### src/rtl/ins_loader.sv
// Program loader: assembles big-endian 32-bit words from a byte stream and writes them to
// instruction memory while holding the core in reset. Optional trailing checksum: INS_LOADER_CHECKSUM_EN.
module ins_loader #(
  parameter int unsigned MAX_WORDS = 256,
  parameter int unsigned ADDR_W    = 8
) (
  input  logic              CLK,
  input  logic              RST,
  input  logic              reload,
  input  logic              byte_valid,
  input  logic [7:0]        byte_data,
  output logic              byte_ready,
  output logic [31:0]       W_Ins,
  output logic [ADDR_W-1:0] W_Addr,
  output logic              WE,
  output logic              cpu_RST,
  output logic              load_done,
  output logic              err,
  output logic [ADDR_W-1:0] word_count
);

  // One extra bit so the count can reach MAX_WORDS == 2**ADDR_W for the end-of-image compare.
  localparam int unsigned CNT_W = ADDR_W + 1;

`ifdef INS_LOADER_CHECKSUM_EN
  typedef enum logic [2:0] {LEN_HI, LEN_LO, WORD, CHK, DONE, ERROR} state_t;
`else
  typedef enum logic [2:0] {LEN_HI, LEN_LO, WORD, DONE, ERROR} state_t;
`endif

  state_t            state_q, state_d;
  logic [15:0]       len_q, len_d;
  logic [1:0]        idx_q, idx_d;
  logic [23:0]       sh_q, sh_d;
  logic [CNT_W-1:0]  cnt_q, cnt_d;
  logic [31:0]       w_ins_q, w_ins_d;
  logic [ADDR_W-1:0] w_addr_q, w_addr_d;
  logic              we_q, we_d;
  logic              ready_q, ready_d;
  logic              cpu_rst_q, cpu_rst_d;
  logic              done_q, done_d;
  logic              err_q, err_d;
  logic              accept;
  logic [15:0]       len_new;
`ifdef INS_LOADER_CHECKSUM_EN
  logic [7:0]        csum_q, csum_d;
`endif

  assign accept  = byte_valid & ready_q;
  assign len_new = {len_q[15:8], byte_data};

  // Next-state, datapath and registered-output decode
  always_comb begin
    state_d  = state_q;
    len_d    = len_q;
    idx_d    = idx_q;
    sh_d     = sh_q;
    cnt_d    = cnt_q;
    w_ins_d  = w_ins_q;
    w_addr_d = w_addr_q;
    we_d     = 1'b0;
`ifdef INS_LOADER_CHECKSUM_EN
    csum_d   = csum_q;
`endif
    if (reload) begin
      state_d = LEN_HI;
      idx_d   = 2'd0;
      cnt_d   = '0;
`ifdef INS_LOADER_CHECKSUM_EN
      csum_d  = 8'd0;
`endif
    end else begin
      case (state_q)
        LEN_HI: if (accept) begin
          len_d[15:8] = byte_data;
          state_d     = LEN_LO;
        end
        LEN_LO: if (accept) begin
          len_d = len_new;
          if (len_new == 16'd0 || len_new > 16'(MAX_WORDS)) state_d = ERROR;
          else                                              state_d = WORD;
        end
        WORD: if (accept) begin
          idx_d = idx_q + 2'd1;
          sh_d  = {sh_q[15:0], byte_data};
`ifdef INS_LOADER_CHECKSUM_EN
          csum_d = csum_q ^ byte_data;
`endif
          if (idx_q == 2'd3) begin
            w_ins_d  = {sh_q, byte_data};
            w_addr_d = cnt_q[ADDR_W-1:0];
            we_d     = 1'b1;
            cnt_d    = cnt_q + CNT_W'(1);
            if (16'(cnt_q) + 16'd1 == len_q) begin
`ifdef INS_LOADER_CHECKSUM_EN
              state_d = CHK;
`else
              state_d = DONE;
`endif
            end
          end
        end
`ifdef INS_LOADER_CHECKSUM_EN
        CHK: if (accept) begin
          state_d = (byte_data == csum_q) ? DONE : ERROR;
        end
`endif
        default: ;
      endcase
    end

    ready_d   = (state_d != DONE) && (state_d != ERROR);
    done_d    = (state_d == DONE);
    err_d     = (state_d == ERROR);
    cpu_rst_d = (state_d != DONE);
  end

  always_ff @(posedge CLK) begin
    if (RST) begin
      state_q   <= LEN_HI;
      len_q     <= 16'd0;
      idx_q     <= 2'd0;
      sh_q      <= 24'd0;
      cnt_q     <= '0;
      w_ins_q   <= 32'd0;
      w_addr_q  <= '0;
      we_q      <= 1'b0;
      ready_q   <= 1'b1;
      cpu_rst_q <= 1'b1;
      done_q    <= 1'b0;
      err_q     <= 1'b0;
`ifdef INS_LOADER_CHECKSUM_EN
      csum_q    <= 8'd0;
`endif
    end else begin
      state_q   <= state_d;
      len_q     <= len_d;
      idx_q     <= idx_d;
      sh_q      <= sh_d;
      cnt_q     <= cnt_d;
      w_ins_q   <= w_ins_d;
      w_addr_q  <= w_addr_d;
      we_q      <= we_d;
      ready_q   <= ready_d;
      cpu_rst_q <= cpu_rst_d;
      done_q    <= done_d;
      err_q     <= err_d;
`ifdef INS_LOADER_CHECKSUM_EN
      csum_q    <= csum_d;
`endif
    end
  end

  assign byte_ready = ready_q;
  assign W_Ins      = w_ins_q;
  assign W_Addr     = w_addr_q;
  assign WE         = we_q;
  assign cpu_RST    = cpu_rst_q;
  assign load_done  = done_q;
  assign err        = err_q;
  assign word_count = cnt_q[ADDR_W-1:0];

endmodule

### config.mk
export PLATFORM = sky130hd
export DESIGN_NAME = ins_loader
export DESIGN_NICKNAME = d
export VERILOG_FILES = /design/src/rtl/ins_loader.sv
export SDC_FILE = /design/constraint.sdc
export NUM_CORES = 1
export LEC_CHECK = 0
export BUFFER_PORTS_ARGS = -buffer_cell sky130_fd_sc_hd__buf_2
export CORE_MARGIN = 8
export CORE_UTILIZATION = 58
export CTS_BUF_LIST = sky130_fd_sc_hd__clkbuf_4
export CTS_CLUSTER_DIAMETER = 80
export DETAILED_ROUTE_END_ITERATION = 7
export PLACE_DENSITY = 0.86
export SLEW_MARGIN = 40
export SYNTH_ARGS = -nofsm -noshare
export SYNTH_HDL_FRONTEND = slang
export SYNTH_SLANG_ARGS = --single-unit
### constraint.sdc
create_clock -name CLK -period 2.77 [get_ports CLK]
set_clock_uncertainty 0.15 [all_clocks]
set_input_delay 0.1385 -clock CLK [delete_from_list [all_inputs] [get_ports CLK]]
set_output_delay 0.1385 -clock CLK [all_outputs]
set_load 0.03 [all_outputs]
==> results.py, run 1 <==
metrics = {
    "clock_network": {
        "numClockSinks": 99,
        "tritoncts": "yes",
        "clock_tree.buffer_depth": 2,
        "cts_setup_buffers": 0,
        "clkTransAtPathRegs_ps": 150,
        "cts_made_buffers": 9,
        "worstSkewPairLatency_ps": 440,
        "cts-root-buf": "clkbuf_4",
        "htree_levels": 3,
    },
    "layout": {
        "diodes": 0,
        "drive_gt1_frac": 0.1726,
        "areaGrowthSynthToFinish_pct": 12.85,
        "layout.nets": 542,
    },
    "yosys": {
        "synth_cells": 479,
        "synth.most_common_cell": "nand2_1",
        "async_reset_ff_frac": 0,
        "synth_cell_types": 37,
        "synth_common_cells": "nand2_1, dfxtp_1, a21oi_1",
        "netlist_area_mm2": 0.003923,
        "synth_nets": 493,
        "ys_seq_area_frac": 0.5053,
        "synth_top_area_share": 0.5053,
        "synth_edf_count": 0,
        "synth_seq_cells": 99,
        "synth_area_leaders": "dfxtp_1, nand2_1, a21oi_1",
        "synth_warnings": 0,
        "syn-mean-instance-area_um2": 8.189,
        "yosys_most_used_dff": "dfxtp_1",
        "yosys.area.top_type": "dfxtp_1",
    },
    "timing": {
        "slew_viol_final": 0,
        "min_period_ps": 2398,
        "max_slew_margin": 0.4646,
        "fmax_ghz": 0.4171,
        "rsz0062_at_grt": "false",
        "fin_crit_sh": 0.8655,
        "tightestPinTransition_ps": 803.1,
        "setup_viol": 0,
        "hold_violations": 0,
        "fin_setup_tns_ps": 0,
    },
    "global_routing": {
        "grt_max_degree": 82,
        "grt-ovfl-total": 0,
        "first_global_vias": 3253,
        "grt_pass1_wl_um": 15230,
        "track_usage": 0.1896,
        "antenna_found_initial": 0,
    },
    "critical_path": {
        "critical-path-max-stage-delay_ps": 390,
        "start_kind": "register",
        "critPathMaxFanout": 14,
        "crit_path_end_kind": "register",
        "path_cells": "and4bb_2, nand3_2, or2_1, a2111oi_4, nand4_1, o21a_1",
        "required_ps": 2980,
        "worstPathArrival_ps": 2600,
        "rr_worst_depth": 6,
        "rr_endpoint": "byte_ready",
        "criticalPathCategory": "register to register",
        "reg2reg_from": "state_q[2]",
        "rrSetupSlack_ps": 370,
        "cp_slowest_cell": "dfxtp_1",
    },
    "min_path": {
        "hold_depth": 3,
        "worstHoldEndpoint": "cnt_q[4]",
        "min_from": "RST",
        "holdCritPathClass": "primary input to register",
    },
    "floorplanning": {
        "fp.dieW_um": 98.24,
        "rows": 30,
        "floorplan.initialDensity": 0.5871,
        "dieArea_mm2": 0.009650,
        "core_area_mm2": 0.006681,
        "fp.dieH_um": 98.24,
        "ios": 65,
    },
    "drt": {
        "detailedRoute.firstPassIterationCount": 5,
        "wl_per_cell_um": 14.70,
        "wirelength_um": 9010,
        "via_per_inst": 5.468,
        "vias": 3352,
        "ant_nets": 0,
        "drtIter0Drc": 232,
        "drc_errors": 0,
    },
    "place": {
        "io_buffers": 64,
        "place_congestion": 0.8755,
        "dp_hpwl_um": 6215,
    },
    "power_and_ir_drop": {
        "design_power_total_w": 0.002266,
        "peakVddDrop_v": 0.0004469,
        "p_per_area_mw_per_mm2": 512.0,
        "power.leakage_nw": 1.791,
    },
    "job": {
        "drv_cap": 0,
    },
    "status": {
        "status": "finished clean",
    },
}
[state kept, by name, summed over array words and instances, names as in the netlist]
name,cells
W_Addr,8
cpu_RST,1
idx_q,2
WE,1
len_q,16
err,1
W_Ins,32
byte_ready,1
load_done,1
sh_q,24
state_q,3
cnt_q,9
[layout by cell type (no fill, tap or decap), types with 3 or more instances in the layout]
cell type	n
nand2_1	136
dfxtp_1	99
a21oi_1	71
buf_2	64
nor2_1	33
mux2i_1	17
xnor2_1	11
dlygate4sd3_1	10
clkbuf_4	9
xor2_1	8
nand3_1	8
nor3_1	7
and3_1	5
o21ai_0	5
inv_1	4
nor4_1	4
or3_1	4
buf_4	4
inv_6	3
[power by group]
group,leakage [nW],internal [W],total (W),switching [W]
combinational,0.922,0.0000406,0.000106,0.0000659
clock,0.0703,0.000205,0.000717,0.000512
sequential,0.798,0.00143,0.00144,0.00000826
total,1.79,0.00168,0.00227,0.000586
[how the worst max path moves through the flow]
stage	from	to	slack, ps	cells after the start
floorplan	byte_ready	byte_ready	560	7
global placement	state_q[2]	cpu_RST	480	6
detailed placement	cnt_q[0]	byte_ready	390	7
CTS	state_q[2]	byte_ready	380	6
global route	cnt_q[0]	byte_ready	190	7
finish	state_q[2]	byte_ready	370	6
[cell type report]
type,instances,area (µm²)
Fill cell,563,2255
Sequential cell,99,1982
Multi-Input combinational cell,336,1744
Timing Repair Buffer,78,450.4
Tap cell,80,100.1
Clock buffer,9,67.56
Clock inverter,7,67.56
Inverter,4,15.01
[through the flow]
step	cells	worst slack (ps)	util	area (µm²)	hold WS, ps
floorplan	479	558.5	-	3923	124.5
global placement	587	476.7	0.6273	4192	284.2
detailed placement	587	385.5	0.6273	4192	290.9
CTS	613	380.8	0.6625	4427	51.71
global route	613	189.7	0.6625	4427	76.96
finish	613	372.4	0.6625	4427	76.23
[cell families after synthesis]
logic type               synth area share
AND/OR/NAND/NOR                    0.2233
buffers and inverters             0.05071
adder cells (fa/ha/maj)          0.006379
AO/OA/AOI/OAI                      0.1257
multiplexers                      0.04625
XOR/XNOR                          0.04242
flip-flops                         0.5053
[worst max-delay path: cells and delay by family (launching register included)]
| family | cells | cell delay [ps] |
|---|---|---|
| simple gates | 4 | 1200 |
| compound gates | 2 | 570 |
| flops | 1 | 390 |
[timing repair]
| item | in CTS | in global routing |
|---|---|---|
| endpoints found under the hold margin | 34 | 0 |
| hold buffers | 10 | 0 |
| resized for setup | 0 | 0 |
[metal layers]
layer / wire (µm) / up-vias / track usage
met3: 756 / 12 / 0.06259
met2: 4250 / 118 / 0.3098
met4: 132 / 0 / 0.06494
met1: 3870 / 1550 / 0.2284
li1: - / 1672 / -
met5: 0 / - / 0
Power figures use the tool's default switching activity.
==> run 2, diff against run 1 <==
- CORE_UTILIZATION: 58 -> 52
- PLACE_DENSITY: 0.86 -> 0.81
- clock period: 2.77 -> 2 ns (I/O delays scaled with it)
==> run 2 against run 1 <==
  * Worst setup slack got worse by 360 ps
  * Critical path type is now primary input to register
  * Non-clock buffer count is 23 higher
  * Core utilization decreased by 0.50 points
  * Die area grew 9.6%
  * Total power rose by 40%
  * Largest power group unchanged
  * Clock power is 39% higher
  * Combinational power up 65%
  * Largest cell class unchanged
  * Sequential power increased by 39%
  * Flip-flop and latch count unchanged
==> results.py, run 2 (synthesis results as in run 1) <==
metrics = {
    "drt": {
        "vias": 3488,
        "wirelength_um": 9861,
        "wl_per_cell_um": 15.05,
        "detailedRoute.firstPassIterationCount": 4,
        "drc_errors": 0,
        "ant_nets": 0,
        "via_per_inst": 5.325,
        "drtIter0Drc": 198,
    },
    "floorplanning": {
        "dieArea_mm2": 0.01058,
        "fp.dieW_um": 102.9,
        "fp.dieH_um": 102.9,
        "rows": 31,
        "core_area_mm2": 0.007292,
        "floorplan.initialDensity": 0.5379,
        "ios": 65,
    },
    "timing": {
        "hold_violations": 0,
        "fmax_ghz": 0.5025,
        "min_period_ps": 1990,
        "rsz0062_at_grt": "true",
        "setup_viol": 0,
        "max_slew_margin": 0.4644,
        "tightestPinTransition_ps": 803.3,
        "setup_ws_ps": 9.936,
        "fin_crit_sh": 0.9950,
        "slew_viol_final": 0,
    },
    "critical_path": {
        "path_cells": "dlygate4sd3_1, buf_2, nor4_1, and3b_1, nor4_4, buf_4, o31a_1, o31a_1, o21a_1",
        "start_kind": "primary input",
        "critical-path-max-stage-delay_ps": 530,
        "cp_common_cell": "o31a_1",
        "cp_slowest_cell": "dlygate4sd3_1",
        "criticalPathCategory": "primary input to register",
        "crit_path_end_kind": "register",
        "critPathMaxFanout": 5,
        "worstPathArrival_ps": 2180,
        "required_ps": 2190,
    },
    "power_and_ir_drop": {
        "peakVddDrop_v": 0.0003533,
        "design_power_total_w": 0.003168,
        "p_per_area_mw_per_mm2": 660.7,
        "power.leakage_nw": 1.950,
    },
    "clock_network": {
        "worstSkewPairLatency_ps": 430,
        "htree_levels": 3,
        "cts-root-buf": "clkbuf_4",
        "cts_made_buffers": 9,
        "clock_tree.buffer_depth": 2,
        "numClockSinks": 99,
        "clkTransAtPathRegs_ps": 150,
        "tritoncts": "yes",
    },
    "layout": {
        "multiInputGateArea_mm2": 0.001883,
        "nFillCells": 631,
        "diodes": 0,
        "areaGrowthSynthToFinish_pct": 22.23,
        "largest_reg_flops": 32,
        "layout.nets": 565,
        "final_cell_mix": "nand2_1, dfxtp_1, a21oi_1",
        "final_common_cell": "nand2_1",
        "drive_gt1_frac": 0.2482,
        "final_cell_area_mm2": 0.004795,
        "seqCellArea_mm2": 0.001994,
    },
    "global_routing": {
        "antenna_found_initial": 0,
        "track_usage": 0.1824,
        "grt-ovfl-total": 0,
        "grt_max_degree": 82,
        "grt_pass1_wl_um": 15220,
        "first_global_vias": 3215,
    },
    "place": {
        "place_congestion": 0.8407,
        "placed_cell_area_mm2": 0.004373,
        "dp_hpwl_um": 6622,
        "pre_cts_slack_ps": 19.36,
        "io_buffers": 64,
    },
    "job": {
        "drv_cap": 0,
    },
    "min_path": {
        "holdCritPathClass": "primary input to register",
    },
    "status": {
        "status": "finished clean",
    },
}
-- run 2: changes by cell type in the layout (fill, tap and decap cells not counted), moves of 3 or more --
cell	change
and3_1	-3
dfxtp_1	-8
and3_4	+3
dfxtp_2	+7
buf_4	+20
-- run 2: final timing paths --
check / startpoint / end / slack (ps) / cells after the start
max reg2reg: cnt_q[0] / cpu_RST / 20 / 7
min: RST / cnt_q[3] / 40 / 3
min reg2reg: sh_q[21] / W_Ins[29] / 310 / 2
max: byte_data[0] / byte_ready / 10 / 9
-- run 2: metal layers --
layer | routed length (µm) | global-route usage | share of wire
met1 | 4572 | 0.2364 | 0.46
met2 | 4569 | 0.2927 | 0.46
met5 | 0 | 0 | 0
met4 | 158 | 0.06897 | 0.016
met3 | 560 | 0.03646 | 0.057
-- run 2: worst max-delay path: cells and delay by family --
| kind | cells | cell delay, ps |
|---|---|---|
| compound gates | 3 | 590 |
| simple gates | 3 | 660 |
| buf+inv | 3 | 840 |
-- run 2: repair_timing --
item                                    4_1_cts  5_1_grt
hold endpoints to repair                     34        0
buffers inserted                              1        4
resized for setup                             4       25
gates cloned                                  0        0
hold buffers                                 10        0
endpoints found under the setup margin        3        6
pin swaps                                     2        6
-- run 2: layout make-up --
type                       count  share of cell area
timing repair buffer         101              0.1341
sequential                    99              0.4160
multi-input combinational    336              0.3927
inverter                       4            0.003132
tap                           99             0.02584
clock buffer                   9             0.01409
clock inverter                 7             0.01409
-- run 2: power breakdown --
| group | internal (W) | switching, W | leakage, nW |
|---|---|---|---|
| combinational | 0.0000726 | 0.000103 | 1.07 |
| sequential | 0.00199 | 0.0000115 | 0.802 |
| clock | 0.000290 | 0.000706 | 0.0760 |
-- run 2: through the flow --
stage	hold slack [ps]	utilization	instances	TNS, ps
CTS	10.32	0.6356	651	0
floorplan	85.97	-	479	0
global placement	257.7	0.5997	624	0
detailed placement	263.5	0.5997	624	0
global route	43.67	0.6575	655	-167.9
finish	42.75	0.6575	655	0
==> run 3, diff against run 2 <==
- GPL_TIMING_DRIVEN: not set -> 0
==> run 3 against run 2 <==
  * The run now ends with negative setup slack left
  * Final cell count is 2.9% higher
  * Fmax is 2.6% lower
  * Total power is 0.29% lower
  * Highest routed layer unchanged
  * Count of clock-buffer cells in the layout stayed put
  * Largest power group unchanged
  * Non-clock buffer count is 18 higher
  * Worst hold slack better by 150 ps
==> results.py, run 3 (synthesis results as in run 1) <==
metrics = {
    "critical_path": {
        "critical-path-max-stage-delay_ps": 350,
        "cp_slowest_cell": "dfxtp_2",
        "reg2reg_from": "cnt_q[3]",
        "worstSetupStartpoint": "cnt_q[3]",
        "critPathMaxFanout": 9,
        "worstPathArrival_ps": 2260,
        "crit_path_end_kind": "register",
        "path_cells": "buf_6, and3_1, and3_4, xor2_2, a2111oi_4, nand4_1, o21a_1",
        "criticalPathCategory": "register to register",
        "required_ps": 2220,
        "start_kind": "register",
    },
    "power_and_ir_drop": {
        "power.leakage_nw": 1.969,
        "p_per_area_mw_per_mm2": 654.4,
        "peakVddDrop_v": 0.0004309,
    },
    "floorplanning": {
        "rows": 31,
        "floorplan.initialDensity": 0.5379,
        "dieArea_mm2": 0.01058,
        "fp.dieW_um": 102.9,
        "fp.dieH_um": 102.9,
        "core_area_mm2": 0.007292,
        "ios": 65,
    },
    "place": {
        "dp_hpwl_um": 6887,
        "place_inst": 641,
        "place_congestion": 0.7985,
        "io_buffers": 63,
        "pre_cts_slack_ps": -342.9,
        "placed_cell_area_mm2": 0.004372,
    },
    "layout": {
        "final_cell_mix": "nand2_1, dfxtp_1, a21oi_1",
        "final_core_util": 0.6620,
        "final_cell_area_mm2": 0.004827,
        "final_cells": 674,
        "layout.nets": 583,
        "largest_reg_flops": 32,
        "areaGrowthSynthToFinish_pct": 23.06,
        "drive_gt1_frac": 0.2509,
        "final_common_cell": "nand2_1",
        "nFillCells": 611,
    },
    "job": {
        "drv_cap": 0,
    },
    "clock_network": {
        "cts-root-buf": "clkbuf_4",
        "worstSkewPairLatency_ps": 470,
        "tritoncts": "yes",
        "cts_made_buffers": 9,
        "clkTransAtPathRegs_ps": 150,
        "clock_tree.buffer_depth": 2,
        "numClockSinks": 99,
        "htree_levels": 3,
    },
    "global_routing": {
        "grt_max_degree": 19,
        "grt-ovfl-total": 0,
        "track_usage": 0.1987,
        "grt_pass1_wl_um": 16350,
        "antenna_found_initial": 1,
        "first_global_vias": 3468,
    },
    "status": {
        "status": "finished, violations left",
        "violations": "negative setup slack",
    },
    "drt": {
        "via_per_inst": 5.338,
        "wirelength_um": 10380,
        "ant_nets": 0,
        "detailedRoute.firstPassIterationCount": 5,
        "wl_per_cell_um": 15.40,
        "vias": 3598,
        "drc_errors": 0,
        "drtIter0Drc": 244,
    },
    "timing": {
        "setup_ws_ps": -44.16,
        "rsz0062_at_grt": "true",
        "tightestPinTransition_ps": 527.1,
        "setup_viol": 2,
        "fmax_ghz": 0.4892,
        "fin_crit_sh": 1.022,
        "min_period_ps": 2044,
        "slew_viol_final": 0,
        "fin_setup_tns_ps": -76.29,
        "hold_violations": 0,
        "max_slew_margin": 0.6486,
    },
    "min_path": {
        "min_from": "byte_data[4]",
        "holdCritPathClass": "primary input to register",
    },
}
==> run 3: cell count changes in the layout (fill, tap and decap cells not counted), sizes merged <==
| cell | change |
|---|---|
| clkbuf | +24 |
| dlygate4sd3 | +1 |
| buf | -7 |
| inv | -1 |
| clkinvlp | +2 |
| diode | +1 |
| clkinv | -1 |
==> run 3: path summary, 6_finish.rpt <==
path	end	slack, ps	depth (start not counted)
hold / removal	state_q[1]	190	6
hold reg to reg	W_Ins[28]	300	2
setup / recovery	cpu_RST	-40	7
setup reg to reg	cpu_RST	-40	7
==> run 3: stage by stage <==
| stage | total power [W] | hold WS [ps] |
|---|---|---|
| after detailed placement | 0.002177 | 260.7 |
| after global routing | 0.003265 | 191.1 |
| after CTS | 0.003150 | 121.8 |
| after floorplan | 0.002123 | 85.97 |
| final | 0.003159 | 189.4 |
| after global placement | 0.002171 | 250.9 |
==> run 3: where the power goes <==
part / internal, W / switching (W) / total (W)
clock: 0.000275 / 0.000715 / 0.000990
sequential: 0.00198 / 0.0000120 / 0.00199
combinational: 0.0000700 / 0.000108 / 0.000178
total: 0.00232 / 0.000835 / 0.00316
==> run 3: what timing repair did <==
action,4_1_cts,5_1_grt
resized for setup,32,34
pin swaps,6,7
setup buffers,9,1
hold endpoints to repair,38,0
setup endpoints to repair,36,74
hold buffers,11,0
==> run 3: worst max-delay path: cells and delay by family, from the launching register on <==
| family | cells | cell delay, ps |
|---|---|---|
| xor gates and xnor gates | 1 | 150 |
| and+or+nand+nor | 3 | 590 |
| buffers and inverters | 1 | 140 |
| AOI/OAI and AO/OA | 2 | 570 |
| DFF | 1 | 350 |
==> run 3: cell type report <==
class                      instances  area, µm²  share of cell area
sequential                        99       2011              0.4165
multi-input combinational        336       1858              0.3849
timing repair buffer              84      501.7              0.1039
buffer                            35      188.9             0.03914
tap                               99      123.9             0.02566
clock buffer                       9      67.56             0.01400
clock inverter                     7      58.81             0.01218
inverter                           4      15.01            0.003110
antenna                            1      2.502           0.0005184
==> run 3: metal layers <==
| metal | GRT usage | wire length (µm) | vias to the layer above |
|---|---|---|---|
| li1 | - | - | 1751 |
| met1 | 0.2462 | 4386 | 1684 |
| met2 | 0.3237 | 4999 | 143 |
| met3 | 0.04456 | 765 | 20 |
| met4 | 0.08788 | 225 | 0 |
| met5 | 0 | 0 | - |
